## src/rtl/uart_pkg.sv

```systemverilog
// Types and constants shared by the UART transmit scheduler and its helpers.
package uart_pkg;

    localparam int UART_DATA_W = 8;

    typedef enum logic [1:0] {
        IDLE,
        LOAD,
        SEND,
        GAP
    } sched_state_e;

endpackage

```

## src/rtl/uart_rr_pick.sv

```systemverilog
// Round-robin winner selection: first valid index at or after ptr, wrapping to 0.
module uart_rr_pick #(
    parameter int N_REQ = 4,
    parameter int PTR_W = 2
) (
    input  logic [N_REQ-1:0] valid,
    input  logic [PTR_W-1:0] ptr,
    output logic [N_REQ-1:0] winner_oh,
    output logic [PTR_W-1:0] winner_idx,
    output logic             any_valid
);

    logic [N_REQ-1:0] upper;
    logic [N_REQ-1:0] pick;
    logic             found;

    genvar gi;
    generate
        for (gi = 0; gi < N_REQ; gi++) begin : g_upper
            assign upper[gi] = valid[gi] && (PTR_W'(gi) >= ptr);
        end
    endgenerate

    // Requesters above the pointer win first; otherwise wrap to the lowest valid one.
    assign pick      = (|upper) ? upper : valid;
    assign any_valid = |valid;

    always_comb begin
        winner_oh  = '0;
        winner_idx = '0;
        found      = 1'b0;
        for (int i = 0; i < N_REQ; i++) begin
            if (!found && pick[i]) begin
                winner_oh[i] = 1'b1;
                winner_idx   = PTR_W'(i);
                found        = 1'b1;
            end
        end
    end

endmodule

```

## src/rtl/uart_tx_sched.sv

```systemverilog
// Shares one uart_tx byte engine between N_REQ byte-stream requesters, one packet per grant,
// with a forced idle gap between packets and abort of owners that stall mid-packet.
module uart_tx_sched
    import uart_pkg::*;
#(
    parameter int N_REQ      = 4,
    parameter int GAP_CYCLES = 16,
    parameter int STALL_TO   = 1024
) (
    input  logic                     clk_i,
    input  logic                     rstn_i,
    input  logic                     enable_i,
    input  logic [N_REQ-1:0]         req_valid_i,
    input  logic [8*N_REQ-1:0]       req_data_i,
    input  logic [N_REQ-1:0]         req_last_i,
    output logic [N_REQ-1:0]         req_ready_o,
    output logic [UART_DATA_W-1:0]   tx_data_o,
    output logic                     tx_valid_o,
    input  logic                     tx_done_i,
    output logic [N_REQ-1:0]         grant_o,
    output logic                     busy_o,
    output logic                     stall_err_o
);

    localparam int PTR_W   = $clog2(N_REQ);
    localparam int STALL_W = $clog2(STALL_TO + 1);
    localparam int GAP_W   = (GAP_CYCLES < 1) ? 1 : $clog2(GAP_CYCLES + 1);
    localparam logic [STALL_W-1:0] STALL_LAST = STALL_W'(STALL_TO - 1);
    localparam logic [GAP_W-1:0]   GAP_LAST   = (GAP_CYCLES < 1) ? '0 : GAP_W'(GAP_CYCLES - 1);

    sched_state_e             state_reg;
    logic [N_REQ-1:0]         grant_reg;
    logic [PTR_W-1:0]         grant_idx_reg;
    logic [PTR_W-1:0]         ptr_reg;
    logic [UART_DATA_W-1:0]   data_reg;
    logic                     last_reg;
    logic [STALL_W-1:0]       stall_cnt_reg;
    logic [GAP_W-1:0]         gap_cnt_reg;
    logic                     stall_err_reg;

    logic [N_REQ-1:0]         win_oh;
    logic [PTR_W-1:0]         win_idx;
    logic                     win_any;
    logic                     owner_valid;
    logic [UART_DATA_W-1:0]   owner_byte;
    logic                     owner_last;
    logic [PTR_W-1:0]         ptr_next;

    uart_rr_pick #(
        .N_REQ (N_REQ),
        .PTR_W (PTR_W)
    ) u_pick (
        .valid      (req_valid_i),
        .ptr        (ptr_reg),
        .winner_oh  (win_oh),
        .winner_idx (win_idx),
        .any_valid  (win_any)
    );

    assign owner_valid = |(grant_reg & req_valid_i);
    assign owner_byte  = req_data_i[{grant_idx_reg, 3'b000} +: UART_DATA_W];
    assign owner_last  = req_last_i[grant_idx_reg];
    assign ptr_next    = (grant_idx_reg == PTR_W'(N_REQ - 1)) ? '0 : grant_idx_reg + 1'b1;

    // tx_valid drops in the tx_done cycle so uart_tx never sees a stale byte re-offered.
    assign req_ready_o = (state_reg == LOAD) ? (grant_reg & req_valid_i) : '0;
    assign tx_valid_o  = (state_reg == SEND) && !tx_done_i;
    assign tx_data_o   = data_reg;
    assign grant_o     = grant_reg;
    assign busy_o      = (state_reg != IDLE);
    assign stall_err_o = stall_err_reg;

    always_ff @(posedge clk_i or negedge rstn_i) begin
        if (!rstn_i) begin
            state_reg     <= IDLE;
            grant_reg     <= '0;
            grant_idx_reg <= '0;
            ptr_reg       <= '0;
            data_reg      <= '0;
            last_reg      <= 1'b0;
            stall_cnt_reg <= '0;
            gap_cnt_reg   <= '0;
            stall_err_reg <= 1'b0;
        end else begin
            stall_err_reg <= 1'b0;
            case (state_reg)
                IDLE: begin
                    stall_cnt_reg <= '0;
                    if (enable_i && win_any) begin
                        grant_reg     <= win_oh;
                        grant_idx_reg <= win_idx;
                        state_reg     <= LOAD;
                    end
                end
                LOAD: begin
                    if (owner_valid) begin
                        data_reg      <= owner_byte;
                        last_reg      <= owner_last;
                        stall_cnt_reg <= '0;
                        state_reg     <= SEND;
                    end else if (stall_cnt_reg == STALL_LAST) begin
                        stall_err_reg <= 1'b1;
                        stall_cnt_reg <= '0;
                        ptr_reg       <= ptr_next;
                        grant_reg     <= '0;
                        gap_cnt_reg   <= '0;
                        state_reg     <= GAP;
                    end else begin
                        stall_cnt_reg <= stall_cnt_reg + 1'b1;
                    end
                end
                SEND: begin
                    if (tx_done_i) begin
                        if (last_reg) begin
                            ptr_reg     <= ptr_next;
                            grant_reg   <= '0;
                            gap_cnt_reg <= '0;
                            state_reg   <= GAP;
                        end else begin
                            state_reg <= LOAD;
                        end
                    end
                end
                GAP: begin
                    if (gap_cnt_reg == GAP_LAST) begin
                        state_reg <= IDLE;
                    end else begin
                        gap_cnt_reg <= gap_cnt_reg + 1'b1;
                    end
                end
                default: state_reg <= IDLE;
            endcase
        end
    end

endmodule
```

## config.mk

```make
export PLATFORM = sky130hd
export DESIGN_NAME = uart_tx_sched
export DESIGN_NICKNAME = d
export VERILOG_FILES = /design/src/rtl/uart_pkg.sv /design/src/rtl/uart_rr_pick.sv /design/src/rtl/uart_tx_sched.sv
export SDC_FILE = /design/constraint.sdc
export NUM_CORES = 1
export LEC_CHECK = 0
export ABC_AREA = 1
export BUFFER_PORTS_ARGS = -buffer_cell sky130_fd_sc_hd__buf_2
export CORE_ASPECT_RATIO = 1.75
export CORE_MARGIN = 2
export CORE_UTILIZATION = 52
export DETAILED_ROUTE_END_ITERATION = 16
export PLACE_DENSITY = 0.8
export RECOVER_POWER = 25
export SKIP_CTS_REPAIR_TIMING = 1
export SYNTH_ARGS = -nofsm -noshare
export SYNTH_HDL_FRONTEND = slang
export SYNTH_SLANG_ARGS = --single-unit
```

## constraint.sdc

```tcl
create_clock -name clk_i -period 2.28 [get_ports clk_i]
set_clock_uncertainty 0.1 [all_clocks]
set_input_delay 0.342 -clock clk_i [delete_from_list [all_inputs] [get_ports clk_i]]
set_output_delay 0.342 -clock clk_i [all_outputs]
set_load 0.02 [all_outputs]
```

* After elaboration in Yosys (flattened, before gate mapping)
Index checks and enable logic that the tools add are counted.
** Storage, ports and cells
- Bits in registers :: 36
- Output and inout bits :: 19
- Logic and storage cells :: 105
** Operators by class
- Add/sub/neg operators :: 3
- $lt $le $gt $ge :: 5
- Equal/unequal tests :: 14
- Shift operators :: 1
- Muxes and demuxes :: 44
- Bitwise logic cells :: 1
- Reductions and logical operators :: 28
** Operators by type and width (count)
- $shiftx A32 B6 Y8 :: 1
- $mux W4 :: 7
- $mux W2 :: 13
- $mux W5 :: 5
- $mux W11 :: 2
- $pmux W11 S2 :: 1
- $pmux W5 S3 :: 1
- $ne A2 B2 Y1 const B :: 6
- $pmux W4 S3 :: 1
- $reduce_and A6 Y1 :: 2
- $reduce_or A4 Y1 :: 3
- $add A11 B1 Y11 const B :: 1
- $eq A11 B10 Y1 const B :: 1
- $mux W1 :: 11
- $logic_and A1 B1 Y1 :: 9
- $pmux W2 S4 :: 1
- $eq A2 B2 Y1 const B :: 3
- $reduce_bool A2 Y1 :: 3
- $reduce_bool A3 Y1 :: 2
- $add A5 B1 Y5 const B :: 1
- $eq A5 B4 Y1 const B :: 1
- $reduce_and A5 Y1 :: 1
- $and A4 B4 Y4 :: 1
- $ge A1 B2 Y1 const A :: 2
- 12 further kinds :: 17

* Depth between registers and ports, before layout
- Depth after elaboration :: 16
- Gate-level depth with buffers :: 10
- Mapped depth without buffers :: 10

* Modules after synthesis
Synthesis repeated with hierarchy kept, for this count alone.
** Second synthesis, totals
- Cell total of the unflattened synthesis :: 310
- Area total of the unflattened synthesis :: 2285.9 um^2
** Modules (own cells, without submodules)
- uart_tx_sched :: times used 1, cells an instance 285, area each 2145.8 um^2
- uart_rr_pick :: times used 1, cells an instance 25, area each 140.1 um^2

* Worst setup path after synthesis
No wires, ideal clock.
- Kind :: reg-to-reg
- Start :: reg gap_cnt_reg[0]
- End :: reg gap_cnt_reg[3]
- Setup time :: 0.123 ns
- Arrival :: 1.399 ns
- Required time :: 2.057 ns
- Path slack :: 0.658 ns
- Stages on the path, launching flop included :: 11
- Cells stage by stage :: dfrtp_1 ha_1 nand2_1 nor2_1 ha_1 nor2_1 inv_1 o21ai_0 nand3_4 nand2_1 o21ai_1
** On the way
- Word-level cells in the longest chain between the ends :: 3
- Elaborated cells between the ends (all ways) :: 6
- Those cells by class :: 1 x add/sub; 2 x eq/ne; 2 x mux; 1 x reduce/logical
** RTL lines
- start: declaration :: RTL line uart_tx_sched.sv:38 : logic [GAP_W-1:0] gap_cnt_reg;
- start signal: assignment :: RTL line uart_tx_sched.sv:128 : gap_cnt_reg <= gap_cnt_reg + 1'b1;
- $add A5 B1 Y5 or $eq A5 B4 Y1 (tied branches) :: RTL line uart_tx_sched.sv:128, uart_tx_sched.sv:125
- $mux W5 or $ne A2 B2 Y1 (tied branches)
- $pmux W5 S3 or $reduce_and A6 Y1 (tied branches)
Parallel ways exist; a longest one is shown, timed or not. The select of a mux whose other input is x is not followed.
A chain may end at the register's enable or synchronous reset.

* Final worst setup path
- Start :: reg state_reg[1]
- End :: out req_ready_o[0]
** On the way
- Word-level cells in the longest chain between the ends :: 2
** RTL lines
- start: declaration :: RTL line uart_tx_sched.sv:31 : sched_state_e state_reg;
- start signal: assignment :: RTL line uart_tx_sched.sv:75 : state_reg <= IDLE;
- start signal: assignment :: RTL line uart_tx_sched.sv:92 : state_reg <= LOAD;
- start signal: assignment :: RTL line uart_tx_sched.sv:100 : state_reg <= SEND;
- $eq A2 B1 Y1 :: RTL line uart_tx_sched.sv:66 : assign req_ready_o = (state_reg == LOAD) ? (grant_reg & req_valid_i) : '0;
- $mux W4 :: RTL line uart_tx_sched.sv:66
- end: declaration :: RTL line uart_tx_sched.sv:16 : output logic [N_REQ-1:0] req_ready_o,
Every way passes these cells.

==> impl_metrics.env <==
export IMPL_status="complete, but fails checks"
export IMPL_violations="capacitance limit, slew limit"
export IMPL_ys_seq_area_share_pct=39.7
export IMPL_syn_num_nets=363
export IMPL_grt_pass1_vias=2112
export IMPL_numPortBuffers=62
export IMPL_postSynthAreaPerCell_um2=7.32
export IMPL_die_area_mm2=0.00493
export IMPL_crit_path_max_fanout=7
export IMPL_synth_edf_count=0
export IMPL_worstHoldStart="req_data_i[25]"
export IMPL_clock_path_buffers=2
export IMPL_leakage_nw=1.36
export IMPL_synth_top_family_by_area="simple AND/OR/NAND/NOR gates"
export IMPL_vias=2188
export IMPL_finalCoreUtilization_pct=65.2
export IMPL_coreArea_mm2=0.00415
export IMPL_wl_um=5200
export IMPL_finalHoldViolations=0
export IMPL_fin_nets=429
export IMPL_antenna_found_initial=0
export IMPL_gr_usage_met2_pct=43.4
export IMPL_final_setup_tns_ps=0
export IMPL_r2r_slack_ps=440
export IMPL_cts_root_buf="clkbuf_8"
export IMPL_max_slew_worst_pin_slew_ps=1880
export IMPL_synth_xor_xnor_area_share_pct=1.54
export IMPL_grt_busiest_layer="met2"
export IMPL_fp_dieH_um=91.4
export IMPL_post_route_period_util_pct=88.0
export IMPL_met3_usage_pct=4.93
export IMPL_place_area_mm2=0.00262
export IMPL_synth_seq_cells=36
export IMPL_viasPerCell=5.14
export IMPL_synth_compound_area_share_pct=14.3
export IMPL_hold_path_class="in2reg"
export IMPL_endpoint_kind="output port"
export IMPL_cpMaxStageDelayCell="dfrtp_1"
export IMPL_overflow=0
export IMPL_syn_area_mm2=0.00227
export IMPL_power_density_mw_per_mm2=1220
export IMPL_cp_start_kind="flop"
export IMPL_clk_pin_slew_ps=70
export IMPL_grt_pass1_wl_um=8850
export IMPL_ys_async_sr_fraction_pct=100
export IMPL_required_ps=1840
export IMPL_arrival_ps=1570
export IMPL_gp_congestion=0.831
export IMPL_largest_register_ffs=11
export IMPL_slew_headroom_pct=-25.2
export IMPL_grt_start_max_net_pins=37
export IMPL_clock_fmax_mhz=498
export IMPL_rsz0062_at_grt="false"
export IMPL_holdPathStages=3
export IMPL_ys_types=29
export IMPL_fp_dieW_um=53.9
export IMPL_yosysWarnings=0
export IMPL_first_pass_iters=4
export IMPL_ys_flop_type="dfrtp_1"
export IMPL_drive_above_1_share_pct=24.9
export IMPL_synthesis_instances=310
export IMPL_max_cap_violations=1
export IMPL_critPathMaxStageDelay_ps=450
export IMPL_routedWlPerCell_um=12.2
export IMPL_syn_to_final_growth_pct=19.2
export IMPL_cts_tree="yes"
export IMPL_h_tree_depth=2
export IMPL_reg2regPathDepth=9
export IMPL_cts_inserted_buffers=5
export IMPL_holdPathEnd="tx_data_o[1]"
export IMPL_setup_viol=0
export IMPL_worst_setup_path_type="reg2out"
export IMPL_path_cells="inv_1, ha_1, inv_2, nor2_1, buf_2"
export IMPL_design_area_mm2=0.00271
export IMPL_gr_usage_met1_pct=25.1
export IMPL_num_rows=31
export IMPL_ios=63
export IMPL_dp_hpwl_um=4200
export IMPL_drv_slew=37
export IMPL_drt_iter0_markers=46
export IMPL_clock_sinks=36
export IMPL_grtUsageTotal_pct=24.0
export IMPL_clk_latency_ps=290
export IMPL_synth_mux_area_share_pct=0
export IMPL_r2r_start="state_reg[1]"
export IMPL_period_minus_slack_ps=2010
export IMPL_synth_simple_area_share_pct=32.4
export IMPL_insertedDiodeCount=0
export IMPL_irDropWorstVdd_mv=0.802
export IMPL_initial_core_util_pct=54.7
export IMPL_timing_rr_end="ptr_reg[1]"
export IMPL_drtAntennaViolNets=0
export IMPL_route_detailed_drc=0
export IMPL_synth_adder_area_share_pct=4.96
synthesized netlist by cell type, types with 2 or more instances:
library cell | n | share of area [%]
nand2_2 | 2 | 0.55
nand3_2 | 2 | 0.88
inv_2 | 4 | 0.66
clkbuf_1 | 2 | 0.33
nor2_1 | 70 | 12
nor3_1 | 2 | 0.44
nor2_2 | 4 | 1.1
dfrtp_1 | 36 | 40
o21ai_1 | 10 | 2.2
ha_1 | 9 | 5.0
nand3_1 | 15 | 3.3
nand3_4 | 2 | 1.5
a21oi_1 | 7 | 1.5
xor2_1 | 4 | 1.5
clkinv_1 | 2 | 0.33
buf_2 | 2 | 0.44
a21boi_0 | 2 | 0.66
nand2_1 | 59 | 9.8
a31oi_1 | 8 | 2.2
or2_2 | 4 | 1.1
o21ai_0 | 31 | 6.8
inv_1 | 24 | 4.0
nor2_4 | 3 | 1.5
cell families (layout without fill, tap and decap cells):
group           Yosys count  after routing
compound gates           60             60
xor+xnor                  4              4
fa+ha+maj                 9              9
buf+inv                  36            103
flops                    36             36
simple gates            165            165
cells in the final DEF (no fill, tap or decap), drive strengths merged, types with 7 or more instances in the layout:
| cell type | count |
|---|---|
| a21oi | 7 |
| a31oi | 9 |
| nand2 | 61 |
| ha | 9 |
| clkbuf | 7 |
| o21ai | 41 |
| inv | 28 |
| nand3 | 19 |
| dfrtp | 36 |
| nor2 | 77 |
| buf | 64 |
through the flow:
step / total power (W) / worst slack, ps / hold WS (ps) / std cells
after floorplan: 0.00239 / 658 / -53.6 / 310
final: 0.00329 / 273 / 268 / 426
after global routing: 0.00362 / 112 / 288 / 426
after detailed placement: 0.00285 / 467 / 377 / 418
after CTS: 0.00332 / 277 / 55.0 / 426
after global placement: 0.00280 / 492 / 376 / 418
layout make-up:
| cell class | instances | area [um2] |
|---|---|---|
| fillers | 363 | 1440 |
| multi-input cells | 238 | 1210 |
| flip-flops and latches | 36 | 901 |
| repair buffers | 65 | 332 |
| inverters | 30 | 113 |
| clock buffers | 6 | 82.6 |
| well taps | 49 | 61.3 |
| clock inverters | 2 | 10.0 |
where the power goes:
group	internal [W]	switching, W	total [W]
sequential	0.000837	0.000159	0.000996
clock	0.000241	0.000227	0.000468
combinational	0.000623	0.00121	0.00183
per-layer routing:
metal / routed length [um] / vias to the layer above / share of wire, %
met5: 0 / - / 0
li1: - / 1134 / -
met2: 2890 / 67 / 56
met1: 1960 / 974 / 38
met4: 131 / 0 / 2.5
met3: 224 / 13 / 4.3
critical path: cells and delay by family, from the launching register on:
kind | cells | cell delay (ps)
flops | 1 | 450
buf+inv | 3 | 400
fa+ha+maj | 1 | 290
simple gates | 1 | 130
worst max-delay path by stage:
stage,startpoint,to,slack (ps),depth (start not counted)
after CTS,state_reg[1],req_ready_o[1],280,5
after detailed placement,state_reg[1],ptr_reg[1],470,9
after global placement,state_reg[1],ptr_reg[1],490,9
final,state_reg[1],req_ready_o[0],270,5
after floorplan,gap_cnt_reg[0],gap_cnt_reg[3],660,10
after global routing,rstn_i,tx_data_o[4],110,1
Power figures use the tool's default switching activity.
